--- src/rtl/lock_arbiter_rr.sv ---
// -----------------------------------------------------------------------------
// lock_arbiter_rr
//   Round-robin spin-lock arbiter for several cores sharing one SharedRAM.
//   Grants exclusive lock ownership to one core at a time, drives a one-hot
//   go vector, gates per-core RAM write enables while the lock is held, and
//   force-releases a lock held for MAX_HOLD consecutive cycles.
//
// Ports
//   clk       rising-edge clock
//   rst       asynchronous, active-high reset
//   lock_req  per-core request code, core k at [2k+1:2k]
//             (0 none, 1 acquire, 2 release, 3 none)
//   wren_in   per-core RAM write enable from the cores
//   wren_out  write enable to SharedRAM (only the owner passes while held)
//   go        one-hot grant, bit k high while core k owns the lock
//   owner     0 = free, k+1 = core k owns the lock
//   timeout   one-cycle pulse following a forced release
// -----------------------------------------------------------------------------
module lock_arbiter_rr #(
  parameter int NUM_CORES = 2,    // 2..8
  parameter int OWNER_W   = 2,    // 2**OWNER_W >= NUM_CORES+1
  parameter int MAX_HOLD  = 255,  // 0 disables the timeout
  parameter int HOLD_W    = 8     // must be able to hold MAX_HOLD
) (
  input  logic                   clk,
  input  logic                   rst,
  input  logic [2*NUM_CORES-1:0] lock_req,
  input  logic [NUM_CORES-1:0]   wren_in,
  output logic [NUM_CORES-1:0]   wren_out,
  output logic [NUM_CORES-1:0]   go,
  output logic [OWNER_W-1:0]     owner,
  output logic                   timeout
);

  typedef enum logic [1:0] {
    ST_FREE     = 2'd0,
    ST_HELD     = 2'd1,
    ST_COOLDOWN = 2'd2
  } state_e;

  localparam logic [1:0]        CODE_ACQ   = 2'd1;
  localparam logic [1:0]        CODE_REL   = 2'd2;
  localparam logic [HOLD_W-1:0] HOLD_SAT   = '1;
  // Last hold count before the forced release; meaningless when MAX_HOLD == 0.
  localparam logic [HOLD_W-1:0] HOLD_LIMIT = HOLD_W'(MAX_HOLD - 1);

  state_e              state_q, state_d;
  logic [OWNER_W-1:0]  owner_q, owner_d;
  logic [OWNER_W-1:0]  rr_ptr_q, rr_ptr_d;
  logic [HOLD_W-1:0]   hold_cnt_q, hold_cnt_d;
  logic                timeout_q, timeout_d;

  logic                owner_rel;
  logic                found;
  int                  idx;

  // Grant decode straight off the owner register. An out-of-range owner
  // decodes to no grant, which also makes the write path pass-through.
  always_comb begin
    go        = '0;
    owner_rel = 1'b0;
    for (int k = 0; k < NUM_CORES; k++) begin
      go[k] = (owner_q == OWNER_W'(k + 1));
      if (go[k] && lock_req[2*k +: 2] == CODE_REL) owner_rel = 1'b1;
    end
    wren_out = (|go) ? (wren_in & go) : wren_in;
  end

  // NOTE: every signal written here gets a default before the case so that no
  // path leaves a value unassigned, which would otherwise infer a latch.
  always_comb begin
    state_d    = state_q;
    owner_d    = owner_q;
    rr_ptr_d   = rr_ptr_q;
    hold_cnt_d = hold_cnt_q;
    timeout_d  = 1'b0;
    found      = 1'b0;
    idx        = 0;

    case (state_q)
      ST_FREE: begin
        // Scan starting at rr_ptr, wrapping; the first acquirer wins.
        for (int i = 0; i < NUM_CORES; i++) begin
          idx = int'(rr_ptr_q) + i;
          if (idx >= NUM_CORES) idx = idx - NUM_CORES;
          if (!found && lock_req[2*idx +: 2] == CODE_ACQ) begin
            found      = 1'b1;
            state_d    = ST_HELD;
            owner_d    = OWNER_W'(idx + 1);
            rr_ptr_d   = (idx + 1 == NUM_CORES) ? '0 : OWNER_W'(idx + 1);
            hold_cnt_d = '0;
          end
        end
      end

      ST_HELD: begin
        hold_cnt_d = (hold_cnt_q == HOLD_SAT) ? hold_cnt_q : hold_cnt_q + 1'b1;
        // A voluntary release takes priority over a timeout in the same cycle.
        if (owner_rel) begin
          owner_d = '0;
          state_d = ST_COOLDOWN;
        end else if (MAX_HOLD != 0 && hold_cnt_q == HOLD_LIMIT) begin
          owner_d   = '0;
          state_d   = ST_COOLDOWN;
          timeout_d = 1'b1;
        end
      end

      // One dead cycle so the releasing core cannot grab the lock back
      // before the round-robin pointer lets a waiting core in.
      ST_COOLDOWN: state_d = ST_FREE;

      default: begin
        state_d = ST_FREE;
        owner_d = '0;
      end
    endcase
  end

  // NOTE: state registers use non-blocking assignments so every flop samples
  // the pre-edge values of the others, independent of evaluation order.
  always_ff @(posedge clk or posedge rst) begin
    if (rst) begin
      state_q    <= ST_FREE;
      owner_q    <= '0;
      rr_ptr_q   <= '0;
      hold_cnt_q <= '0;
      timeout_q  <= 1'b0;
    end else begin
      state_q    <= state_d;
      owner_q    <= owner_d;
      rr_ptr_q   <= rr_ptr_d;
      hold_cnt_q <= hold_cnt_d;
      timeout_q  <= timeout_d;
    end
  end

  assign owner   = owner_q;
  assign timeout = timeout_q;

endmodule

--- config.mk ---
export PLATFORM = sky130hd
export DESIGN_NAME = lock_arbiter_rr
export DESIGN_NICKNAME = d
export VERILOG_FILES = /design/src/rtl/lock_arbiter_rr.sv
export SDC_FILE = /design/constraint.sdc
export NUM_CORES = 1
export LEC_CHECK = 0
export ABC_AREA = 1
export CORE_MARGIN = 4
export CORE_UTILIZATION = 51
export DETAILED_ROUTE_END_ITERATION = 7
export PLACE_DENSITY_LB_ADDON = 0.15
export SLEW_MARGIN = 20
export SYNTH_ARGS = -nofsm -noshare
export SYNTH_HDL_FRONTEND = slang
export SYNTH_SLANG_ARGS = --single-unit
--- constraint.sdc ---
create_clock -name clk -period 2.7 [get_ports clk]
set_input_delay 0.27 -clock clk [delete_from_list [all_inputs] [get_ports clk]]
set_output_delay 0.27 -clock clk [all_outputs]
set_load 0.01 [all_outputs]
==> results.yml <==
sta:
  setup-violations-final: 0
  finalHoldViolCount: 0
  worst_pin_slew_ns: 0.566
  post-route-period-util_pct: 73.5
  final_max_slew_viol_count: 0
  max-slew-margin-rel_pct: 62.2
  fin_crit_ns: 1.98
  fin_skew_ns: 0.00717
  rsz0062_at_grt: "no"
  tns_ns: 0
  fmax_mhz: 504
pwr:
  p_total_uw: 1240
  ir_drop_mv: 0.517
  power_density_mw_per_mm2: 838
  p_leak_uw: 0.000738
synthesis:
  ys_ff_latch: 15
  ys_seq_area_share_pct: 29.6
  ys.flop_type: "dfrtp_1"
  synth_mux_area_share_pct: 0
  synth-simple-area-share_pct: 43.5
  synth_area_leaders: "dfrtp_1, nand2_1, ha_1"
  synth.avg_cell_area_sq_um: 7.82
  synth_area_sq_mm: 0.00127
  synth_xor_area_share_pct: 0.691
  synthCells: 162
  synth_compound_area_share_pct: 7.80
  yosys_warnings: 0
  synthAdderAreaFrac_pct: 9.87
  yosys.area.top_type: "dfrtp_1"
  synth_most_common_cell: "nand2_1"
  async_flop_share_pct: 100
  synth_top_area_share_pct: 29.6
  synth_cell_types: 30
  netlist_top_cells_count: "nand2_1, inv_1, dfrtp_1"
  synth_top_family_by_area: "simple AND/OR/NAND/NOR gates"
  synth_enable_flop_cells: 0
floorplan:
  dieArea_sq_mm: 0.00335
  initial_utilization_pct: 55.2
  dieWidth_um: 57.9
  fp-row-count: 17
  core_sq_mm: 0.00230
  die_h_um: 57.9
  ios: 15
critical_path:
  critPathKind: "reg2out"
  worstSetupEndpointType: "primary output"
  crit_path_start_kind: "register"
  critPathMaxFanout: 4
  cp.required_ns: 2.43
  cp.arrival_ns: 1.71
  critPathLaunch: "owner[0]"
  timing.rr.start: "rr_ptr_q[0]"
cts:
  clk_latency_ns: 0.29
  cts_resized: 0
  clk_transition_reported_paths_ns: 0.09
  clockBufferDepth: 2
  h-tree-depth: 1
  tritoncts.num_buffers: 3
  cts_tree: "done"
  cts_setup_buffers: 0
  cts_sinks: 15
  holdBufCountCts: 0
  root_buffer: "clkbuf_4"
grt:
  grt_pass1_vias: 1031
  met1_usage_pct: 22.7
  met3_usage_pct: 4.90
  grt_first_pass_wirelength_mm: 4.44
  antenna_found_initial: 0
  grt_overflow: 0
  track_usage_pct: 16.7
  grt.busiest_layer: "met2"
  grt_start_max_net_pins: 16
  use_met2_pct: 26.9
placement:
  io_buffers: 14
  dp_hpwl_mm: 1.96
  routabilityCongestion: 0.754
route:
  drt-initial-drc-count: 14
  route.detailed.wl_per_inst_um: 11.0
  dr_total_vias: 1024
  post-route-drc-count: 0
  wl_mm: 2.36
  detail_route.vias_per_cell: 4.79
  antenna_left: 0
  dr.pass1.iters: 4
hold_path:
  hp-class: "in2async"
cells_and_area:
  n_antenna_cell: 0
  regArea_sq_um: 375
  syn2layout_area_growth_pct: 17.2
  drive_above_1_share_pct: 19.9
  nets: 205
  multiInputGateArea_sq_um: 818
  num-fill-cells: 213
run:
  cap_violations: 0
run_status:
  status: "completed"
-- sequential cells by signal (all words and copies together) (netlist names) --
register	cells
hold_cnt_q	8
owner	2
rr_ptr_q	2
state_q	2
timeout	1
-- cells in the final DEF (no fill, tap or decap), types with 3 or more instances in the layout --
cell,n
nand2_1,42
nor2_4,3
nand2_4,7
nor3_1,3
conb_1,9
o21ai_1,3
dfrtp_1,15
nand3_2,4
nand3_1,12
clkdlybuf4s50_1,14
clkbuf_4,3
a21oi_1,4
nor2_1,13
ha_1,10
nand2_2,6
inv_1,16
-- metrics by stage --
stage / utilization [%] / setup slack [ns] / cells / hold slack, ns / instance area (sq um)
2_1_floorplan: - / 1.42 / 169 / 0.171 / 1290
6_report: 64.7 / 0.716 / 214 / 0.341 / 1490
5_1_grt: 64.7 / 0.613 / 214 / 0.388 / 1490
3_3_place_gp: 63.5 / 1.06 / 210 / 0.516 / 1460
4_1_cts: 64.7 / 0.688 / 214 / 0.362 / 1490
3_5_place_dp: 63.5 / 1.02 / 210 / 0.525 / 1460
-- final timing paths --
| kind | end | slack, ns | cells past startpoint |
|---|---|---|---|
| max in group asynchronous | rr_ptr_q[1] | 1.98 | 2 |
| max | wren_out[1] | 0.72 | 4 |
| min reg2reg | owner[0] | 0.54 | 2 |
| min in group clk | owner[0] | 0.54 | 2 |
| max reg2reg | rr_ptr_q[0] | 1.19 | 9 |
| min | hold_cnt_q[0] | 0.34 | 2 |
-- logic make-up after synthesis --
kind of cell	count (synthesis)
xor+xnor	1
fa+ha+maj	10
compound gates	14
flops	15
simple gates	98
other cells	2
buf+inv	22
-- per-layer routing --
| layer | up-vias | routed length (um) |
|---|---|---|
| met3 | 2 | 65 |
| met5 | - | 0 |
| li1 | 553 | - |
| met1 | 461 | 1170 |
| met4 | 0 | 10 |
| met2 | 8 | 1110 |
-- cell type report --
type,count,area share [%]
Clock buffer,3,1.52
Clock inverter,1,0.337
Inverter,21,5.98
Multi-Input combinational cell,132,55.1
Sequential cell,15,25.3
Tap cell,28,2.36
Timing Repair Buffer,14,9.44
-- worst max-delay path: stages (launching register included) --
cell	delay, ns
dfrtp_1	0.40
inv_1	0.06
ha_1	0.31
o21a_1	0.19
clkdlybuf4s50_1	0.47
-- power by group --
part           total [uW]  leakage [uW]  internal [uW]  switching, uW
clock network         126     0.0000177           55.0           71.4
logic                 734      0.000522            295            438
registers             384      0.000197            289           94.8
No activity file was read; power rests on OpenSTA's default activity.
==> variant 1, RTL diff (same settings) <==
The 3 states of `state_e` get a one-hot encoding in 3 bits.
--- a/src/rtl/lock_arbiter_rr.sv
+++ b/src/rtl/lock_arbiter_rr.sv
@@ -32,10 +32,10 @@
   output logic                   timeout
 );
 
-  typedef enum logic [1:0] {
-    ST_FREE     = 2'd0,
-    ST_HELD     = 2'd1,
-    ST_COOLDOWN = 2'd2
+  typedef enum logic [2:0] {
+    ST_FREE     = 3'b001,
+    ST_HELD     = 3'b010,
+    ST_COOLDOWN = 3'b100
   } state_e;
 
   localparam logic [1:0]        CODE_ACQ   = 2'd1;
Formal check against the unedited RTL: same outputs for any inputs over 10 cycles, from zero or initial values and one cycle with rst high; not proved beyond that.
==> variant 1 against the unedited design <==
Routed wire length shrank 12%; combinational power fell by 20%; worst setup slack improved by 0.011 ns; global-route usage is 0.30 points lower; power decreased by 11%; cell count fell by 9.8%; sequential cell count is 1 higher; cell area decreased by 12%; synthesized area is 13% lower; synthesized cell count shrank 8.6%; critical path type unchanged; largest power group unchanged.
==> variant 1: results (changes against the unedited design) <==
stage;metric;value;unit;change
logic_synthesis;sequential area share after synthesis;36.48;%;+6.9 points
logic_synthesis;Yosys cell types;28;;-6.7%
grt;largest net degree at the start of global routing;17;;+1
critical_path;CP Max Fanout;4;;unchanged
critical_path;r2r endpoint;hold_cnt_q[2];;
power;peak supply drop;431.5;uV;-17%
critical_path;largest stage delay on the critical path;0.47;ns;about the same
logic_synthesis;synth top area cells;dfrtp_1, nand2_1, ha_1, inv_1, nand3_1;;
final_layout;# diodes;0;;unchanged
sta;Slew @ Worst Pin;0.6022;ns;+0.03569 ns
critical_path;Crit-path slowest cell;clkdlybuf4s50_1;;
power;leakage power;0.6219;nW;-16%
final_layout;FILL cells;174;;-18%
clock_tree;Post-CTS Repair Setup Buffers;0;;unchanged
grt;vias in the first global route;920;;-11%
place;DP HPWL;1.632;mm;-17%
logic_synthesis;synth warn;0;;unchanged
run_status;outcome;finished, final reports clean;;
critical_path;reg2reg start;state_q[0];;
logic_synthesis;most frequent cells after synthesis;nand2_1, inv_1, dfrtp_1, nor2_1, nand3_1;;
routing;drt pass-1 iters;4;;unchanged
logic_synthesis;post-synthesis adder-cell area fraction;7.955;%;-1.9 points
critical_path;Worst Path Arrival;1.70;ns;
logic_synthesis;fraction of registers with async set/reset;100.0;%;unchanged
sta;skew final;0.003826;ns;-0.003347 ns
grt;initial antenna violation count;0;;unchanged
clock_tree;CTS Root Buffer Type;clkbuf_4;;
clock_tree;PostCTS Resize Cnt;0;;unchanged
place;IO buf count;14;;unchanged
routing;final WL;2.077;mm;-12%
final_layout;Post-layout nets;182;;-11%
hold_path;Hold Path Class;in -> async;;
place;Final Wtd Congestion;0.8461;;+12%
routing;DR iter-0 viols;18;;+4
power;P_int;0.6137;mW;-4.1%
clock_tree;CTS Buf Count;3;;unchanged
logic_synthesis;area share of xor/xnor cells in the synthesized design;3.182;%;+2.5 points
critical_path;R2R Setup Slk;1.17;ns;-0.02 ns
critical_path;R2R depth;6;;-3
final_layout;largest registers;hold_cnt_q (8), state_q (3);;
routing;routed vias/inst;4.839;;+1.1%
sta;WHS;0.3505;ns;+0.009430 ns
grt;first-pass GRT wire length;3.546;mm;-20%
clock_tree;CTS max path bufs;2;;unchanged
clock_tree;Reg clk slew, reported paths;0.09;ns;about the same
grt;GRT Total Usage;16.35;%;-0.30 points
logic_synthesis;dominant synthesized flop cell;dfrtp_1;;
clock_tree;Clock Latency Late Sink;0.28;ns;
place;placed cell area;1267;um2;-13%
logic_synthesis;Synth Area in Compound Gates;8.182;%;+0.38 points
logic_synthesis;post-synthesis mux area share;0;%;unchanged
final_layout;share of post-route cells with drive strength above 1;10.24;%;-9.7 points
clock_tree;H-Tree Depth;1;;unchanged
variant 1: cell types whose count changed after synthesis, moves of 2 or more:
cell and delta:
nand2_2 -5, nand2_4 -7, ha_1 -3, xnor2_1 +2
a21oi_1 -3, nand3_2 -2, nor2_4 -3, nor2_1 +2
o21ai_0 +6, o21bai_1 -2, nand2_1 +3
variant 1: worst max path at each step:
| stage | from | end | slack, ns |
|---|---|---|---|
| after global routing | owner[0] | wren_out[1] | 0.63 |
| after CTS | owner[0] | wren_out[1] | 0.72 |
| final | owner[0] | wren_out[1] | 0.73 |
| after global placement | owner[0] | wren_out[1] | 1.07 |
| after floorplan | state_q[0] | owner[0] | 1.33 |
| after detailed placement | lock_req[3] | hold_cnt_q[2] | 1.03 |
variant 1: worst max-delay path: cells and delay by family, from the launching register on:
kind            cells  cell delay, ns
buf+inv             2            0.53
flops               1            0.39
fa+ha+maj           1            0.31
compound gates      1            0.19
variant 1: cell type report:
cell class              count  area share, %
multi-input cells         113          47.41
flip-flops and latches     16          30.81
repair buffers             14          10.75
inverters                  19          5.662
clock buffers               4          2.783
well taps                  27          2.591
variant 1: through the flow:
step	worst slack [ns]	util, %	power, mW	std cells
after floorplan	1.328	-	0.7996	149
after global placement	1.070	63.31	0.9410	189
after detailed placement	1.030	63.31	0.9557	189
after CTS	0.7156	65.13	1.115	193
after global routing	0.6310	65.13	1.214	193
final	0.7270	65.13	1.103	193
variant 1: cell families after synthesis:
group | count (synthesis)
compound gates | 14
xor+xnor | 4
fa+ha+maj | 7
buf+inv | 20
flops | 16
other cells | 2
simple gates | 85
variant 1: layer usage:
layer  vias to the layer above  wire [um]  GRT usage [%]
li1                        501          -              -
met1                       411        982          19.49
met2                        17        976          29.28
met3                         5         89          2.452
met4                         0         29          6.224
met5                         -          0              0
variant 1: power by group through the flow:
stage | Clock [mW] | Sequential (mW) | Combinational (mW)
6_report | 0.155 | 0.362 | 0.586
5_1_grt | 0.173 | 0.370 | 0.672
4_1_cts | 0.161 | 0.361 | 0.593
3_5_place_dp | 0 | 0.366 | 0.590
3_3_place_gp | 0 | 0.364 | 0.577
2_1_floorplan | 0 | 0.349 | 0.450
==> variant 2, RTL diff (config.mk and constraints unchanged) <==
Made on the original files. `MAX_HOLD`: 255 -> 191.
--- a/src/rtl/lock_arbiter_rr.sv
+++ b/src/rtl/lock_arbiter_rr.sv
@@ -19,7 +19,7 @@
 module lock_arbiter_rr #(
   parameter int NUM_CORES = 2,    // 2..8
   parameter int OWNER_W   = 2,    // 2**OWNER_W >= NUM_CORES+1
-  parameter int MAX_HOLD  = 255,  // 0 disables the timeout
+  parameter int MAX_HOLD  = 191,  // 0 disables the timeout
   parameter int HOLD_W    = 8     // must be able to hold MAX_HOLD
 ) (
   input  logic                   clk,
Behaviour: same outputs for any inputs over 10 cycles, from zero or initial values and one cycle with rst high; that may be too few to reach the edited logic, so the function may still have changed.
==> variant 2 against the unedited design <==
Sequential power down 7.0%; global-route usage rose by 2.2 points; power fell by 13%; hold slack lost 0.015 ns; synthesized area is 13% lower; sequential cell count unchanged; worst setup slack worse by 0.0035 ns; die area fell by 11%; routed wire length down 6.3%; clock skew up 0.0032 ns; register-to-register slack better by 0.05 ns; core utilization is 1.1 points lower; clock power is 6% higher; cell area decreased by 14%.
==> variant 2: results (changes against the unedited design) <==
stage;metric;value;unit;change
final_layout;Post-layout nets;182;;-11%
routing;drt pass-1 iters;5;;+1
run_status;outcome;finished, final reports clean;;
sta;Slew @ Worst Pin;0.5813;ns;+0.01483 ns
final_layout;Seq Cell Count;15;;unchanged
critical_path;r2r endpoint;hold_cnt_q[0];;
place;Final Wtd Congestion;0.8250;;+9.4%
final_layout;Data buffer area share;11.01;%;+1.6 points
final_layout;Inverters;22;;+4.8%
final_layout;clock buffer count;4;;+1
logic_synthesis;post-synthesis adder-cell area fraction;6.803;%;-3.1 points
routing;DR iter-0 viols;20;;+6
grt;met1 Use GR;23.87;%;+1.2 points
sta;skew final;0.01039;ns;+0.003217 ns
logic_synthesis;area share of xor/xnor cells in the synthesized design;0.7937;%;+0.10 points
critical_path;reg2reg start;hold_cnt_q[1];;
logic_synthesis;Synth Area in Compound Gates;7.143;%;-0.66 points
final_layout;ClkCell Share;2.065;%;+0.21 points
grt;GRT Total Usage;18.88;%;+2.2 points
logic_synthesis;Syn Area/Cell;7.308;um2;-6.6%
critical_path;R2R Setup Slk;1.24;ns;+0.05 ns
logic_synthesis;most frequent cells after synthesis;nand2_1, nand3_1, inv_1;;
routing;routed vias/inst;4.830;;+0.94%
power;leakage power;0.6668;nW;-9.6%
final_layout;comb_multi_in;112;;-15%
final_layout;FILL cells;190;;-11%
place;DP HPWL;1.677;mm;-14%
die;FP Rows;16;;-1
power;P_int;0.5673;mW;-11%
final_layout;Post-Layout Cell Count;194;;-9.3%
place;placed cell area;1246;um2;-15%
grt;grt met2 use;31.47;%;+4.5 points
routing;final WL;2.210;mm;-6.3%
final_layout;share of post-route cells with drive strength above 1;15.57;%;-4.3 points
final_layout;Seq/total area;29.50;%;+4.2 points
sta;WHS;0.3260;ns;-0.01511 ns
power;peak supply drop;626.8;uV;+21%
logic_synthesis;Yosys cell types;26;;-13%
grt;M3 GR Usage;5.995;%;+1.1 points
final_layout;multi-input logic area;611.8;um2;-25%
variant 2: cell types whose count changed after synthesis, sizes merged, moves of 2 or more:
cell	delta
a21o	+2
a21oi	-6
ha	-4
nand2	-6
nand3	+4
nand3b	-3
nor2	-2
nor3	-2
o21ai	+2
o21bai	-2
or2	+2
variant 2: how the worst max path moves through the flow:
stage | from | end | slack [ns]
2_1_floorplan | hold_cnt_q[1] | hold_cnt_q[7] | 1.38
3_3_place_gp | owner[0] | wren_out[1] | 1.07
3_5_place_dp | owner[0] | wren_out[1] | 1.02
4_1_cts | owner[0] | wren_out[1] | 0.70
5_1_grt | owner[0] | wren_out[1] | 0.62
6_report | owner[0] | wren_out[1] | 0.71
variant 2: logic make-up after synthesis:
| logic type | count (synthesis) |
|---|---|
| xor gates and xnor gates | 1 |
| and+or+nand+nor | 92 |
| other | 2 |
| AOI/OAI and AO/OA | 11 |
| adders and majority gates | 6 |
| DFF | 15 |
| buffers and inverters | 24 |
variant 2: power groups by stage:
stage                     clock network [mW]  registers (mW)  logic, mW
after detailed placement                   0           0.361      0.588
final                                  0.134           0.357      0.593
after floorplan                            0           0.337      0.501
after global placement                     0           0.355      0.572
after global routing                   0.144           0.368      0.674
after CTS                              0.139           0.357      0.599
variant 2: metal layers:
layer | vias up | share of wire [%]
met5 | - | 0
met4 | 0 | 0.77
met3 | 4 | 3.9
met2 | 12 | 46
met1 | 416 | 49
li1 | 505 | -
variant 2: worst register-to-register path, cell delays in order, from the launching register on:
cell and delay [ns]:
dfrtp_1 0.41, ha_1 0.25, inv_2 0.06, nor2_2 0.13, nand3_1 0.09, nand2_1 0.08
inv_2 0.05, nand2_4 0.16, nand2_1 0.09, nand2_1 0.07
